`src/rtl/spike_pattern_sequencer.sv`:
```
// Spike pattern sequencer: plays stored per-channel spike trains into the
// network MSB first, drains for TAIL cycles with inputs low, counts output
// spikes per channel (saturating) and pulses done when a run completes.
//
// Ports
//   clk, rst_n  rising-edge clock, synchronous active-low reset
//   cfg_we      write pattern register cfg_sel with cfg_data (IDLE/DONE only)
//   cfg_sel     input channel index; values >= NUM_IN are ignored
//   cfg_data    pattern, bit PAT_LEN-1 played first
//   start       one-cycle pulse, begins a run from IDLE
//   abort       terminates a run in RUN/DRAIN without a done pulse
//   spk_in      registered spikes to the network, bit i = input channel i
//   spk_out     spikes from the network, bit j = output channel j
//   busy        high while in RUN or DRAIN
//   done        one-cycle pulse at normal run completion
//   cycle_idx   sample index of the current run cycle
//   spk_cnt     packed saturating counters, channel j at [j*CNT_W +: CNT_W]
module spike_pattern_sequencer #(
  parameter int unsigned PAT_LEN = 40,
  parameter int unsigned NUM_IN  = 3,
  parameter int unsigned NUM_OUT = 2,
  parameter int unsigned TAIL    = 4,
  parameter int unsigned CNT_W   = 6,
  parameter int unsigned IDX_W   = 6
) (
  input  logic                       clk,
  input  logic                       rst_n,
  input  logic                       cfg_we,
  input  logic [1:0]                 cfg_sel,
  input  logic [PAT_LEN-1:0]         cfg_data,
  input  logic                       start,
  input  logic                       abort,
  output logic [NUM_IN-1:0]          spk_in,
  input  logic [NUM_OUT-1:0]         spk_out,
  output logic                       busy,
  output logic                       done,
  output logic [IDX_W-1:0]           cycle_idx,
  output logic [NUM_OUT*CNT_W-1:0]   spk_cnt
);

  localparam int unsigned BIT_W = (PAT_LEN > 1) ? $clog2(PAT_LEN) : 1;

  localparam logic [1:0] S_IDLE  = 2'd0;
  localparam logic [1:0] S_RUN   = 2'd1;
  localparam logic [1:0] S_DRAIN = 2'd2;
  localparam logic [1:0] S_DONE  = 2'd3;

  localparam logic [IDX_W-1:0] LAST_RUN = IDX_W'(PAT_LEN - 1);
  localparam logic [IDX_W-1:0] LAST_IDX = IDX_W'(PAT_LEN + TAIL - 1);
  localparam logic [CNT_W-1:0] CNT_MAX  = {CNT_W{1'b1}};

  logic [1:0]         state;
  logic [1:0]         state_nxt;
  logic [IDX_W-1:0]   idx_nxt;
  logic [NUM_IN-1:0]  spk_in_nxt;
  logic [BIT_W-1:0]   bit_idx;
  logic               cnt_en;
  logic               cnt_clr;
  logic               cfg_ok;

  logic [PAT_LEN-1:0] pat [NUM_IN];

  // Pattern bit played in the cycle after the current RUN cycle
  assign bit_idx = BIT_W'(LAST_RUN - cycle_idx - IDX_W'(1));

  // Configuration is only accepted while no run is in flight
  assign cfg_ok = cfg_we && ((state == S_IDLE) || (state == S_DONE));

  // State register
  always_ff @(posedge clk) begin
    if (!rst_n) begin
      state <= S_IDLE;
    end else begin
      state <= state_nxt;
    end
  end

  // Next-state and next-output decode; abort outranks run/drain progress
  always_comb begin
    state_nxt  = state;
    idx_nxt    = cycle_idx;
    spk_in_nxt = '0;
    cnt_en     = 1'b0;
    cnt_clr    = 1'b0;
    case (state)
      S_IDLE: begin
        if (start) begin
          state_nxt = S_RUN;
          idx_nxt   = '0;
          cnt_clr   = 1'b1;
          for (int i = 0; i < NUM_IN; i++) begin
            spk_in_nxt[i] = pat[i][PAT_LEN-1];
          end
        end
      end
      S_RUN: begin
        if (abort) begin
          state_nxt = S_IDLE;
        end else begin
          cnt_en = 1'b1;
          if (cycle_idx == LAST_RUN) begin
            if (TAIL == 0) begin
              state_nxt = S_DONE;
            end else begin
              state_nxt = S_DRAIN;
              idx_nxt   = cycle_idx + IDX_W'(1);
            end
          end else begin
            idx_nxt = cycle_idx + IDX_W'(1);
            for (int i = 0; i < NUM_IN; i++) begin
              spk_in_nxt[i] = pat[i][bit_idx];
            end
          end
        end
      end
      S_DRAIN: begin
        if (abort) begin
          state_nxt = S_IDLE;
        end else begin
          cnt_en = 1'b1;
          if (cycle_idx == LAST_IDX) begin
            state_nxt = S_DONE;
          end else begin
            idx_nxt = cycle_idx + IDX_W'(1);
          end
        end
      end
      S_DONE: begin
        state_nxt = S_IDLE;
      end
      default: begin
        state_nxt = S_IDLE;
      end
    endcase
  end

  // Registered outputs and run index
  always_ff @(posedge clk) begin
    if (!rst_n) begin
      spk_in    <= '0;
      busy      <= 1'b0;
      done      <= 1'b0;
      cycle_idx <= '0;
    end else begin
      spk_in    <= spk_in_nxt;
      busy      <= (state_nxt == S_RUN) || (state_nxt == S_DRAIN);
      done      <= (state_nxt == S_DONE);
      cycle_idx <= idx_nxt;
    end
  end

  // Pattern registers
  always_ff @(posedge clk) begin
    if (!rst_n) begin
      for (int i = 0; i < NUM_IN; i++) begin
        pat[i] <= '0;
      end
    end else begin
      for (int i = 0; i < NUM_IN; i++) begin
        if (cfg_ok && (cfg_sel == 2'(i))) begin
          pat[i] <= cfg_data;
        end
      end
    end
  end

  // Saturating per-channel spike counters, cleared at run start
  always_ff @(posedge clk) begin
    if (!rst_n) begin
      spk_cnt <= '0;
    end else if (cnt_clr) begin
      spk_cnt <= '0;
    end else if (cnt_en) begin
      for (int j = 0; j < NUM_OUT; j++) begin
        if (spk_out[j] && (spk_cnt[j*CNT_W +: CNT_W] != CNT_MAX)) begin
          spk_cnt[j*CNT_W +: CNT_W] <= spk_cnt[j*CNT_W +: CNT_W] + CNT_W'(1);
        end
      end
    end
  end

endmodule
```
`config.mk`:
```
export PLATFORM = sky130hd
export DESIGN_NAME = spike_pattern_sequencer
export DESIGN_NICKNAME = d
export VERILOG_FILES = /design/src/rtl/spike_pattern_sequencer.sv
export SDC_FILE = /design/constraint.sdc
export NUM_CORES = 1
export LEC_CHECK = 0
export CORE_MARGIN = 2
export CORE_UTILIZATION = 40
export CTS_CLUSTER_SIZE = 10
export DETAILED_ROUTE_END_ITERATION = 8
export MAX_ROUTING_LAYER = met4
export PLACE_DENSITY = 0.7
export SYNTH_ARGS = -nofsm -noshare
export SYNTH_HDL_FRONTEND = slang
export SYNTH_SLANG_ARGS = --single-unit
```
`constraint.sdc`:
```
create_clock -name clk -period 12 [get_ports clk]
set_clock_uncertainty 0.15 [all_clocks]
set_input_delay 3 -clock clk [delete_from_list [all_inputs] [get_ports clk]]
set_output_delay 3 -clock clk [all_outputs]
set_load 0.05 [all_outputs]
```
==> flow_summary.toml, run 1 <==
[outcome]
status = "complete, no violations"

[drt]
vias = 3590
vias_per_cell = 5.10
drtAntennaViolNets = 0
dr.pass1.iters = 7
route.detailed.drc = 0
wirelength_um = 12100
drt_iter0_markers = 150
wl_per_cell_um = 17.2

[sta]
tns_ns = 0
rsz0062_at_grt = "false"
relSlewSlack_pct = 27.2
slew_viol_final = 0
setup_viol = 0
fmax_ghz = 0.188
tightest_slew_ns = 1.09
finalHoldViolations = 0
fin_crit_ns = 5.32
fin_crit_sh_pct = 44.3

[layout]
drive_above_1_share_pct = 14.8
area_delta_synth_final_pct = 23.7
n_antenna_cell = 0
fillers = 1328
nets = 533
final_cell_area_mm2 = 0.00790

[place]
dpl_cell_area_mm2 = 0.00733
place.gp.congestion = 0.797
dpl.hpwl_um = 8120
io_buffers = 71

[yosys]
async_flop_share_pct = 0
synth_area_leader_cell = "edfxtp_1"
netlist_instances = 397
synth-xor-area-share_pct = 2.31
synthAdderAreaFrac_pct = 1.76
synth_top_family_by_area = "multiplexers"
synth_seq_area_share_pct = 64.3
syn_nets = 455
synth_edf_count = 120
yosys.area_share.simple_pct = 10.2
yosys_warnings = 0
syn_area_per_cell_um2 = 16.1
synth-compound-area-share_pct = 5.09
synthMuxAreaShare_pct = 14.2
synth.ff_latch_count = 145
synthTopCellsByArea = "edfxtp_1 56%, dfxtp_1 7.8%, mux4_2 6.0%"
synth_top_area_share_pct = 56.4
synth_ff_type = "edfxtp_1"
syn-cell-area_mm2 = 0.00639
synth_commonest_cells = "120 x edfxtp_1, 44 x and2_1, 25 x dfxtp_1, 18 x nor2_1, 17 x mux4_2"
synth_most_common_cell = "edfxtp_1"
ys_types = 54

[worst_hold_path]
hold_class = "reg2reg"

[clock_tree]
cts_tree = "built"
cts.hold.buffers_added = 0
root_buffer = "clkbuf_16"
numCtsBuffers = 17
clock_latency_ns = 0.42
htree_levels = 4
post_cts_resized = 0
cts.sinks = 145
cts_setup_buffers = 0
clkSlewWorstSetupHoldPaths_ns = 0.06
cts_buffer_depth = 2

[grt]
overflow = 0
grt_start_max_net_pins = 41
grt_pass1_wl_um = 19300
grt_use_total_pct = 15.9
antenna_found_initial = 0
grt_pass1_vias = 3764

[critical_path]
crit_type = "reg2out"
worstPathMaxFanout = 37
timing.critical_path.to_type = "primary output"
required_ns = 8.85
worst_setup_path_start_kind = "register"
crit_arrival_ns = 2.17

[floorplan]
core_area_mm2 = 0.0158
placement_rows = 46
die_area_mm2 = 0.0170
num_io_pins = 72
die_h_um = 130
die_x_um = 130
initial_core_util_pct = 40.5

[pwr]
leakage_nw = 2.88
p_per_area_mw_per_mm2 = 154
irDropWorstVdd_v = 0.000128

[flow_run]
drv_cap = 0
[kinds of logic (layout without fill, tap and decap cells)]
kind of cell / Yosys count / after routing
DFF: 145 / 145
AOI/OAI and AO/OA: 44 / 44
and+or+nand+nor: 113 / 113
xor gates and xnor gates: 16 / 16
muxes: 48 / 48
buffers and inverters: 22 / 113
adders and majority gates: 9 / 9
[where the power goes]
part / switching (mW) / internal, mW
Sequential: 0.00881 / 0.578
Clock: 0.222 / 0.274
Combinational: 0.0666 / 0.0640
[registers in the layout, indices dropped and copies added (netlist names)]
signal / cells
pat: 120
spk_cnt: 12
cycle_idx: 6
spk_in: 3
state: 2
busy: 1
done: 1
[area by class of cell]
type	instances	area [um2]	share of cell area [%]
Sequential cell	145	4110	52.0
Clock inverter	15	145	1.84
Tap cell	216	270	3.42
Multi-Input combinational cell	230	2180	27.6
Clock buffer	17	425	5.38
Inverter	4	15.0	0.190
Timing Repair Buffer	77	756	9.56
[cells in the final DEF, fill, tap and decap left out, types with 2 or more instances in the layout]
cell / n
o2111ai_1: 2
clkinvlp_4: 2
nand2b_1: 6
inv_1: 4
o21ai_0: 11
o31ai_4: 2
nand3b_1: 3
nand3_1: 5
nand4_1: 5
o211a_1: 3
mux4_2: 17
o21a_1: 2
mux4_1: 13
xnor2_1: 5
and3_1: 4
inv_6: 2
a41oi_1: 2
xor2_1: 10
nor2b_1: 3
clkbuf_16: 17
clkdlybuf4s50_1: 71
and2_1: 44
inv_8: 5
mux2_2: 4
dfxtp_1: 24
o31ai_1: 2
a21oi_1: 5
edfxtp_1: 120
buf_4: 6
mux2i_1: 14
a311oi_1: 4
ha_1: 9
nor2_1: 18
nand2_1: 14
clkinv_4: 4
a31oi_1: 2
[path summary, 6_finish.rpt]
check,start,to,slack (ns),cells past startpoint
hold reg to reg,spk_cnt[5],spk_cnt[5],0.39,2
setup reg to reg,cycle_idx[0],spk_in[2],8.96,6
setup / recovery,cycle_idx[0],cycle_idx[0],6.68,2
hold / removal,spk_cnt[5],spk_cnt[5],0.39,2
[critical path, stage by stage (launching register included)]
cell and delay (ns):
dfxtp_2 0.31, buf_4 0.51, clkdlybuf4s50_1 0.93
[per-layer routing]
layer	GRT usage (%)	part of all wire, %	vias to the layer above
met5	-	0	-
met4	6.01	1.5	0
met3	4.92	4.9	19
met2	26.0	50	90
met1	18.7	43	1776
li1	-	-	1705
[stage by stage]
step	util, %	worst slack, ns	power [mW]	hold slack, ns	instances
2_1_floorplan	-	5.25	0.686	0.431	397
6_report	50.1	6.68	1.21	0.390	704
5_1_grt	50.1	6.58	1.26	0.428	704
3_3_place_gp	46.5	6.92	0.727	0.369	672
4_1_cts	50.1	6.63	1.23	0.395	704
3_5_place_dp	46.5	6.94	0.730	0.378	672
Note: power is estimated with default switching activity, not from simulation.
==> run 2: changes to the inputs <==
Settings changed: PLACE_DENSITY 0.7 to 0.72.
Clock period 12 ns to 4.3 ns, I/O delays scaled along.
==> run 2 against run 1 <==
Sequential cell count did not move. Critical path type unchanged. Final area rose by 0.59%. Combinational power rose to 2.9 times the previous value. Die area did not move. Sequential power rose to 2.8 times the previous value. Largest power group unchanged. Non-clock buffer count rose by 5.
==> flow_summary.toml, run 2 (synthesis results as in run 1) <==
[outcome]
status = "complete, no violations"

[critical_path]
worstPathMaxFanout = 14
cp_slowest_cell = "clkdlybuf4s50_1"
cpPeakStageDelay_ns = 0.92
crit_arrival_ns = 2.00
required_ns = 3.07
worstPathCellList = "clkdlybuf4s50_1"
crit_type = "reg2out"
timing.critical_path.to_type = "primary output"
worst_setup_path_start_kind = "register"
crit_buf_inv = 1
cp_top_family = "buffers and inverters"

[flow_run]
drv_cap = 0

[grt]
grt_pass1_vias = 3815
grt_use_total_pct = 16.7
antenna_found_initial = 0
overflow = 0
grt_start_max_net_pins = 35
grt_pass1_wl_um = 20100

[clock_tree]
cts.sinks = 145
clkSlewWorstSetupHoldPaths_ns = 0.06
cts_tree = "built"
post_cts_resized = 0
root_buffer = "clkbuf_16"
cts.hold.buffers_added = 0
numCtsBuffers = 17
clock_latency_ns = 0.43
cts_buffer_depth = 2
cts_setup_buffers = 0
htree_levels = 4

[sta]
fmax_ghz = 0.310
slew_viol_final = 0
tightest_slew_ns = 0.674
setup_ws_ns = 1.08
fin_crit_ns = 3.22
setup_viol = 0
finalHoldViolations = 0
whs_ns = 0.393
fin_crit_sh_pct = 75.0
rsz0062_at_grt = "false"
relSlewSlack_pct = 54.6
tns_ns = 0

[layout]
reg_top3 = "pat: 120 flops, spk_cnt: 12 flops, cycle_idx: 6 flops"
nets = 538
fillers = 1338
largest_register_ff_count = 120
n_antenna_cell = 0
final_common_cell = "edfxtp_1"
layout_common_cells = "120 x edfxtp_1, 71 x clkdlybuf4s50_1, 44 x and2_1"
area_delta_synth_final_pct = 24.5
final_cell_area_mm2 = 0.00795
drive_above_1_share_pct = 15.2
top_register = "pat"

[pwr]
power.total_mw = 3.40
leakage_nw = 2.91
p_per_area_mw_per_mm2 = 427
irDropWorstVdd_v = 0.000342

[drt]
vias_per_cell = 5.08
drtAntennaViolNets = 0
wirelength_um = 12700
route.detailed.drc = 0
vias = 3604
dr.pass1.iters = 4
drt_iter0_markers = 169
wl_per_cell_um = 18.0

[place]
pre_cts_slack_ns = 0.899
dpl.hpwl_um = 9040
dpl_cell_area_mm2 = 0.00739
place.gp.congestion = 0.782
io_buffers = 71

[floorplan]
initial_core_util_pct = 40.5
core_area_mm2 = 0.0158
die_x_um = 130
num_io_pins = 72
die_h_um = 130
placement_rows = 46
die_area_mm2 = 0.0170

[worst_hold_path]
hold_class = "reg2reg"
[run 2: worst paths after layout]
path / start / endpoint / slack (ns) / cells after the start
worst min register to register: spk_cnt[11] / spk_cnt[11] / 0.39 / 2
worst min-delay path: spk_cnt[11] / spk_cnt[11] / 0.39 / 2
worst max-delay path: cycle_idx[2] / cycle_idx[2] / 1.08 / 1
worst max register to register: cycle_idx[1] / spk_in[2] / 1.56 / 6
[run 2: cell type report]
| class | count | area, um2 | share of cell area (%) |
|---|---|---|---|
| Timing Repair Buffer | 82 | 818 | 10.3 |
| Sequential cell | 145 | 4110 | 51.7 |
| Tap cell | 216 | 270 | 3.40 |
| Clock inverter | 14 | 125 | 1.57 |
| Clock buffer | 18 | 429 | 5.40 |
| Multi-Input combinational cell | 230 | 2180 | 27.5 |
| Inverter | 4 | 15.0 | 0.189 |
[run 2: where the power goes]
group / internal, mW / switching [mW] / leakage [nW]
Combinational: 0.191 / 0.194 / 1.17
Clock: 0.802 / 0.571 / 0.275
Sequential: 1.61 / 0.0262 / 1.46
Total: 2.61 / 0.791 / 2.91
[run 2: layer usage]
layer | track usage, % | wire length [um] | up-vias
li1 | - | - | 1722
met1 | 18.9 | 5290 | 1786
met2 | 28.6 | 6740 | 85
met3 | 5.86 | 581 | 11
met4 | 4.32 | 119 | 0
met5 | - | 0 | -
[run 2: through the flow]
step | cells | util, %
detailed placement | 677 | 46.9
global placement | 677 | 46.9
CTS | 709 | 50.4
finish | 709 | 50.4
floorplan | 397 | -
global route | 709 | 50.4
